<file path="config.mk">
export PLATFORM = sky130hd
export DESIGN_NAME = mbist_march_ctrl
export DESIGN_NICKNAME = d
export VERILOG_FILES = /design/src/rtl/mbist_march_ctrl.sv
export SDC_FILE = /design/constraint.sdc
export NUM_CORES = 1
export LEC_CHECK = 0
export ABC_CLOCK_PERIOD_IN_PS = 4220
export CAP_MARGIN = 20
export CORE_ASPECT_RATIO = 1.25
export CORE_MARGIN = 5
export CORE_UTILIZATION = 45
export DETAILED_ROUTE_END_ITERATION = 7
export PLACE_DENSITY = 0.76
export SYNTH_ARGS = -nofsm -noshare
export SYNTH_HDL_FRONTEND = slang
export SYNTH_SLANG_ARGS = --single-unit
</file>
<file path="constraint.sdc">
create_clock -name clk -period 4.22 [get_ports clk]
set_input_delay 0.844 -clock clk [delete_from_list [all_inputs] [get_ports clk]]
set_output_delay 0.844 -clock clk [all_outputs]
set_load 0.02 [all_outputs]
</file>
<file path="src/rtl/mbist_march_ctrl.sv">
// March C- self-test controller for one single-port synchronous RAM.
// Define MBIST_STOP_ON_FAIL_EN to end the run at the first mismatch.
module mbist_march_ctrl #(
    parameter int            AW     = 8,
    parameter int            DW     = 8,
    parameter logic [DW-1:0] BG     = DW'(8'h55),
    parameter int            RD_LAT = 1,
    parameter int            ECW    = 8
) (
    input  logic           clk,
    input  logic           reset,
    input  logic           start,
    output logic           busy,
    output logic           done,
    output logic           pass,
    output logic [ECW-1:0] err_cnt,
    output logic [AW-1:0]  fail_addr,
    output logic [2:0]     fail_elem,
    output logic [AW-1:0]  mem_addr,
    output logic [DW-1:0]  mem_wdata,
    output logic           mem_wren,
    input  logic [DW-1:0]  mem_rdata
);

    typedef enum logic [1:0] {
        S_IDLE,
        S_RUN,
        S_RDWAIT,
        S_DONE
    } state_t;

    state_t        state, state_nx;
    logic [2:0]    elem;
    logic [AW-1:0] addr;
    logic          phase;
    logic [1:0]    lat;

    logic down, is_wr, last_op, term, last_el;
    logic exp_one, wr_one, go, rd_end, miss, adv;

    // Elements 3 and 4 walk downward; element 0 is write-only, 5 read-only.
    assign down    = (elem == 3'd3) || (elem == 3'd4);
    assign is_wr   = (elem == 3'd0) || phase;
    assign last_op = (elem == 3'd0) || (elem == 3'd5) || phase;
    assign term    = down ? (addr == '0) : (addr == '1);
    assign last_el = (elem == 3'd5);
    assign exp_one = (elem == 3'd2) || (elem == 3'd4);
    assign wr_one  = (elem == 3'd1) || (elem == 3'd3);
    assign go      = start && (state == S_IDLE || state == S_DONE);
    assign rd_end  = (state == S_RDWAIT) && (lat == 2'(RD_LAT - 1));
    assign miss    = rd_end && (mem_rdata != (exp_one ? ~BG : BG));

    assign busy      = (state == S_RUN) || (state == S_RDWAIT);
    assign done      = (state == S_DONE);
    assign mem_wren  = (state == S_RUN) && is_wr;
    assign mem_addr  = addr;
    assign mem_wdata = (busy && wr_one) ? ~BG : BG;

    always_ff @(posedge clk) begin
        if (!reset) state <= S_IDLE;
        else        state <= state_nx;
    end

    always_comb begin
        state_nx = state;
        adv      = 1'b0;
        unique case (state)
            S_IDLE: if (start) state_nx = S_RUN;
            S_RUN: begin
                if (is_wr) adv      = 1'b1;
                else       state_nx = S_RDWAIT;
            end
            S_RDWAIT: begin
                if (rd_end) begin
                    adv      = 1'b1;
                    state_nx = (last_el && term && last_op) ? S_DONE : S_RUN;
`ifdef MBIST_STOP_ON_FAIL_EN
                    if (miss) state_nx = S_DONE;
`endif
                end
            end
            S_DONE: if (start) state_nx = S_RUN;
            default: state_nx = S_IDLE;
        endcase
    end

    always_ff @(posedge clk) begin
        if (!reset) begin
            elem      <= '0;
            addr      <= '0;
            phase     <= 1'b0;
            lat       <= '0;
            pass      <= 1'b1;
            err_cnt   <= '0;
            fail_addr <= '0;
            fail_elem <= '0;
        end else if (go) begin
            elem      <= '0;
            addr      <= '0;
            phase     <= 1'b0;
            lat       <= '0;
            pass      <= 1'b1;
            err_cnt   <= '0;
            fail_addr <= '0;
            fail_elem <= '0;
        end else begin
            if (state == S_RUN)         lat <= '0;
            else if (state == S_RDWAIT) lat <= lat + 2'd1;
            if (adv) begin
                if (!last_op) begin
                    phase <= 1'b1;
                end else begin
                    phase <= 1'b0;
                    if (!term) begin
                        addr <= down ? addr - 1'b1 : addr + 1'b1;
                    end else if (!last_el) begin
                        elem <= elem + 3'd1;
                        // Entering element 3 or 4 starts at the top address.
                        addr <= (elem == 3'd2 || elem == 3'd3) ? '1 : '0;
                    end
                end
            end
            if (miss) begin
                if (err_cnt != '1) err_cnt <= err_cnt + 1'b1;
                pass <= 1'b0;
                if (pass) begin
                    fail_addr <= addr;
                    fail_elem <= elem;
                end
            end
        end
    end

endmodule

</file>
## After elaboration in Yosys (flattened, before gate mapping)

Index checks and enable logic that the tools add are counted.
W data, S select, Z words.

| storage, ports and cells | value |
|---|---|
| register bits after elaboration | 36 |
| output and inout bits | 39 |

| operators by class | value |
|---|---|
| add/sub/neg operators | 5 |
| eq/ne operators | 15 |
| muxes and demuxes | 16 |
| bitwise operators | 2 |
| reduce and logical (&&, ||, !) cells | 28 |

Operators with widths:

| operator | count |
|---|---|
| $mux W8 | 6 |
| $add A8 B1 Y8 const B | 2 |
| $logic_or A1 B1 Y1 | 9 |
| $eq A8 B8 Y1 const B | 1 |
| $logic_not A8 Y1 | 1 |
| $mux W2 | 4 |
| $ne A8 B8 Y1 | 1 |
| $ne A8 B8 Y1 const B | 1 |
| $sub A8 B1 Y8 const B | 1 |
| $logic_and A1 B1 Y1 | 7 |
| $eq A3 B2 Y1 const B | 2 |
| $eq A3 B3 Y1 const B | 2 |
| $ne A2 B2 Y1 const B | 3 |
| $pmux W2 S3 | 1 |
| $reduce_and A3 Y1 | 2 |
| $eq A2 B2 Y1 const B | 2 |
| $logic_not A2 Y1 | 2 |
| $mux W1 | 4 |
| $reduce_and A2 Y1 | 2 |
| $reduce_and A4 Y1 | 1 |
| $reduce_or A2 Y1 | 2 |
| $add A3 B1 Y3 const B | 1 |
| $eq A3 B1 Y1 const B | 1 |
| $logic_not A3 Y1 | 1 |
| other kinds (6) | 7 |

## Logic depth before layout (Yosys ltp)

| depth | value |
|---|---|
| depth after elaboration | 8 |
| depth in mapped cells | 9 |
| mapped depth without buffers | 9 |

## Worst setup path before layout

No wires, ideal clock.

| path | value |
|---|---|
| kind | register to output |
| start point | register elem[1] |
| end point | output mem_wdata[3] |
| data arrival time | 2.026 ns |
| data required time | 3.376 ns |
| setup slack | 1.350 ns |
| cell stages (with the launch flop) | 7 |
| path buffers | 1 |
| path through | dfxtp_1 inv_1 ha_1 and2b_1 o21ai_0 inv_1 buf_4 |

| between the ends | value |
|---|---|
| word-level cells in the longest chain between the ends | 4 |
| elaborated cells between the ends (all ways) | 5 |
| classes of those cells | eq/ne: 2; mux: 1; reduce/logical: 2 |

RTL lines:

| item | RTL line | source |
|---|---|---|
| start, declared | 33 | `logic [2:0] elem;` |
| start signal, assigned | 117 | `elem <= elem + 3'd1;` |
| $eq A3 B1 Y1 or $eq A3 B2 Y1 (tied branches) | 48 | `assign wr_one = (elem == 3'd1) \|\| (elem == 3'd3);` |
| $logic_or A1 B1 Y1 * | 48 |  |
| $logic_and A1 B1 Y1 * | 57 | `assign mem_wdata = (busy && wr_one) ? ~BG : BG;` |
| $mux W8 * | 57 |  |
| end, declared | 20 | `output logic [DW-1:0] mem_wdata,` |

Every way passes the cells marked *; elsewhere a longest branch is shown, timed or not.

## Worst setup path in the final report

| path | value |
|---|---|
| start point | register elem[2] |
| end point | output mem_wdata[3] |

Same word-level chain as after synthesis.

==> qor.csv <==
stage,metric,value,unit
placement,place_hpwl,3890,um
layout,area_growth,25.2,%
timing,fin_setup_tns,0,ns
hold_path,hold_path.class,reg -> reg,
layout,drive_above_1_share,0.0602,
synthesis,synth_area_leaders,"dfxtp_1, ha_1, nand3_1, nand2_1, o221a_1",
synthesis,yosysMostFrequentCell,dfxtp_1,
drt,wl,5170,um
clock_network,htreeDepth,2,
timing,finalHoldViolCount,0,
layout,final_area,0.00283,mm^2
timing,setup_viol,0,
synthesis,syn_area,0.00226,mm^2
drt,wl_per_cell,14.4,um
critical_path,critPathBufInv,3,
layout,postLayoutCoreUtil,0.589,
critical_path,crit_top_cell,inv_1,
timing,max_slew.worst_pin.slew,0.935,ns
clock_network,cts.sinks,36,
drt,route.vias.total,2043,
synthesis,synthCells,257,
drt,ant_nets,0,
critical_path,crit_arrival,2.33,ns
synthesis,synth_nets,287,
timing,min_period,3.17,ns
synthesis,synth-edff-count,0,
run_status,status,"finished, final reports clean",
layout,final_nets,328,
layout,diodes,0,
die,core-area,0.00480,mm^2
clock_network,cts_buffers,5,
global_routing,antenna_found_initial,0,
clock_network,ctsHoldBuffers,0,
critical_path,max_stage_delay,0.58,ns
synthesis,syn_area_per_cell,8.79,um^2
die,chipHeight,89.2,um
clock_network,clockBufferDepth,2,
timing,fin_hold_ws,0.468,ns
clock_network,cts_repair_resize_count,0,
placement,dp_slack,1.21,ns
timing,fin_crit_sh,0.751,
run,maxCapViolations,0,
hold_path,worstHoldPathCells,2,
critical_path,cp-end-kind,output port,
die,die_width,73.4,um
global_routing,track_usage,0.165,
synthesis,synth_top_area_frac,0.319,
critical_path,reg2reg_depth,9,
die,placementRows,28,
placement,place_area,0.00274,mm^2
clock_network,cts_root_buffer,clkbuf_8,
critical_path,path_delay_family,buffers and inverters,
global_routing,grt_remaining_overflow,0,
layout,final_cells,359,
synthesis,yosys_most_used_dff,dfxtp_1,
critical_path,critPathSlowestCell,clkdlybuf4s50_1,
power,p_per_area,455,mW/mm^2
clock_network,cts_setup_buffers,0,
power,p_leak,1.12,nW
critical_path,path_class,reg -> out,
clock_network,insertion_delay,0.29,ns
global_routing,grt_pass1_vias,1925,
synthesis,yosysTopAreaCell,dfxtp_1,
drt,dr.pass1.iters,4,
drt,drt-initial-drc-count,118,
placement,globalplace.congestion,0.841,
synthesis,yosys_warnings,0,
die,die_area,0.00655,mm^2
critical_path,cp_num_cells,5,
clock_network,tritoncts,done,
synthesis,synth_cell_types,50,
timing,max_freq,0.315,GHz
power,power,1.29,mW
critical_path,path_max_fanout,7,
synthesis,yosysSeqAreaShare,0.319,
drt,routed_via_density,5.69,
global_routing,grt_pass1_wl,8630,um
die,initial_core_util,0.471,
timing,fin_skew,0.00586,ns
synthesis,ys_ff_latch,36,
drt,drcViolationCount,0,
clock_network,path_clk_slew,0.08,ns
timing,rsz0062_at_grt,false,
synthesis,async_reset_ff_frac,0,
power,vdd_drop_max,0.000350,V
synthesis,netlist_top_cells_count,"dfxtp_1, nand2_1, ha_1, nand3_1, o21ai_0",
timing,max_slew_margin,0.374,
global_routing,grt_max_degree,34,
placement,portBuffers,49,
critical_path,cp-start-kind,register,
die,ios,50,
timing,maxSlewViolCount,0,
critical_path,cp_cell_sequence,inv_1 -> ha_1 -> o21ai_0 -> inv_1 -> clkdlybuf4s50_1,
critical_path,critPathRequiredTime,3.38,ns
placement,place_inst,351,
timing,setup_slack,1.05,ns
cell type report:
class | instances | area, um^2
fill | 453 | 1970
multi-input combinational | 190 | 1380
sequential | 36 | 721
timing repair buffer | 51 | 505
clock buffer | 7 | 86.3
tap | 60 | 75.1
inverter | 14 | 52.6
clock inverter | 1 | 7.51
cells in the final DEF, fill, tap and decap left out, drive strengths merged, types with 2 or more instances in the layout:
| cell | synthesis | final |
|---|---|---|
| buf | 9 | 2 |
| o221a | 7 | 7 |
| nand2 | 23 | 23 |
| a21o | 3 | 3 |
| o211ai | 5 | 5 |
| a211o | 2 | 2 |
| nor3 | 8 | 8 |
| a211oi | 4 | 4 |
| inv | 14 | 14 |
| o31ai | 7 | 7 |
| o211a | 2 | 2 |
| mux2i | 6 | 6 |
| and2 | 6 | 6 |
| o21ai | 16 | 16 |
| or4 | 4 | 4 |
| nor4bb | 4 | 4 |
| o41ai | 2 | 2 |
| clkdlybuf4s50 | 0 | 49 |
| a31oi | 4 | 4 |
| or3 | 4 | 4 |
| nand3 | 18 | 18 |
| a21oi | 10 | 10 |
| xnor2 | 3 | 3 |
| clkbuf | 8 | 7 |
| ha | 18 | 18 |
| nand4 | 3 | 3 |
| dfxtp | 36 | 36 |
| and3 | 2 | 2 |
| nor2b | 3 | 3 |
| nor4 | 2 | 2 |
| nor2 | 10 | 10 |
tightest hold or removal path, delay by kind of cell, from the launching register on:
| kind | cells | cell delay, ns |
|---|---|---|
| AOI/OAI and AO/OA | 1 | 0.06 |
| DFF | 1 | 0.31 |
| and+or+nand+nor | 1 | 0.05 |
flip-flops by register name, indices dropped and copies added (netlist names):
| signal | flops |
|---|---|
| lat | 2 |
| state | 2 |
| fail_elem | 3 |
| phase | 1 |
| elem | 3 |
| err_cnt | 8 |
| mem_addr | 8 |
| pass | 1 |
| fail_addr | 8 |
routing by layer:
layer,vias up,wire length [um],GRT usage
met5,-,0,0
met4,0,51,0.0412
met3,4,170,0.0405
met2,35,2680,0.302
met1,972,2260,0.191
li1,1032,-,-
final timing paths:
| check | start | to | slack, ns |
|---|---|---|---|
| min | fail_addr[3]$_SDFFE_PP0P_ | fail_addr[3]$_SDFFE_PP0P_ | 0.47 |
| min reg2reg | fail_addr[3]$_SDFFE_PP0P_ | fail_addr[3]$_SDFFE_PP0P_ | 0.47 |
| max | elem[2]$_SDFFE_PP0P_ | mem_wdata[3] | 1.05 |
| max reg2reg | elem[0]$_SDFFE_PP0P_ | mem_addr[6]$_SDFFE_PP0P_ | 1.60 |
kinds of logic (layout without fill, tap and decap cells):
kind of cell	after synthesis	in the layout	synth area share
simple gates	91	91	0.218
mux	7	7	0.0332
buf+inv	31	73	0.0698
flops	36	36	0.319
fa+ha+maj	19	19	0.109
xor+xnor	4	4	0.0227
compound gates	69	69	0.229
where the power goes:
| part | internal, mW | switching [mW] |
|---|---|---|
| clock network | 0.133 | 0.126 |
| registers | 0.387 | 0.0749 |
| logic | 0.248 | 0.318 |
| total | 0.768 | 0.519 |
Power figures use the tool's default switching activity.
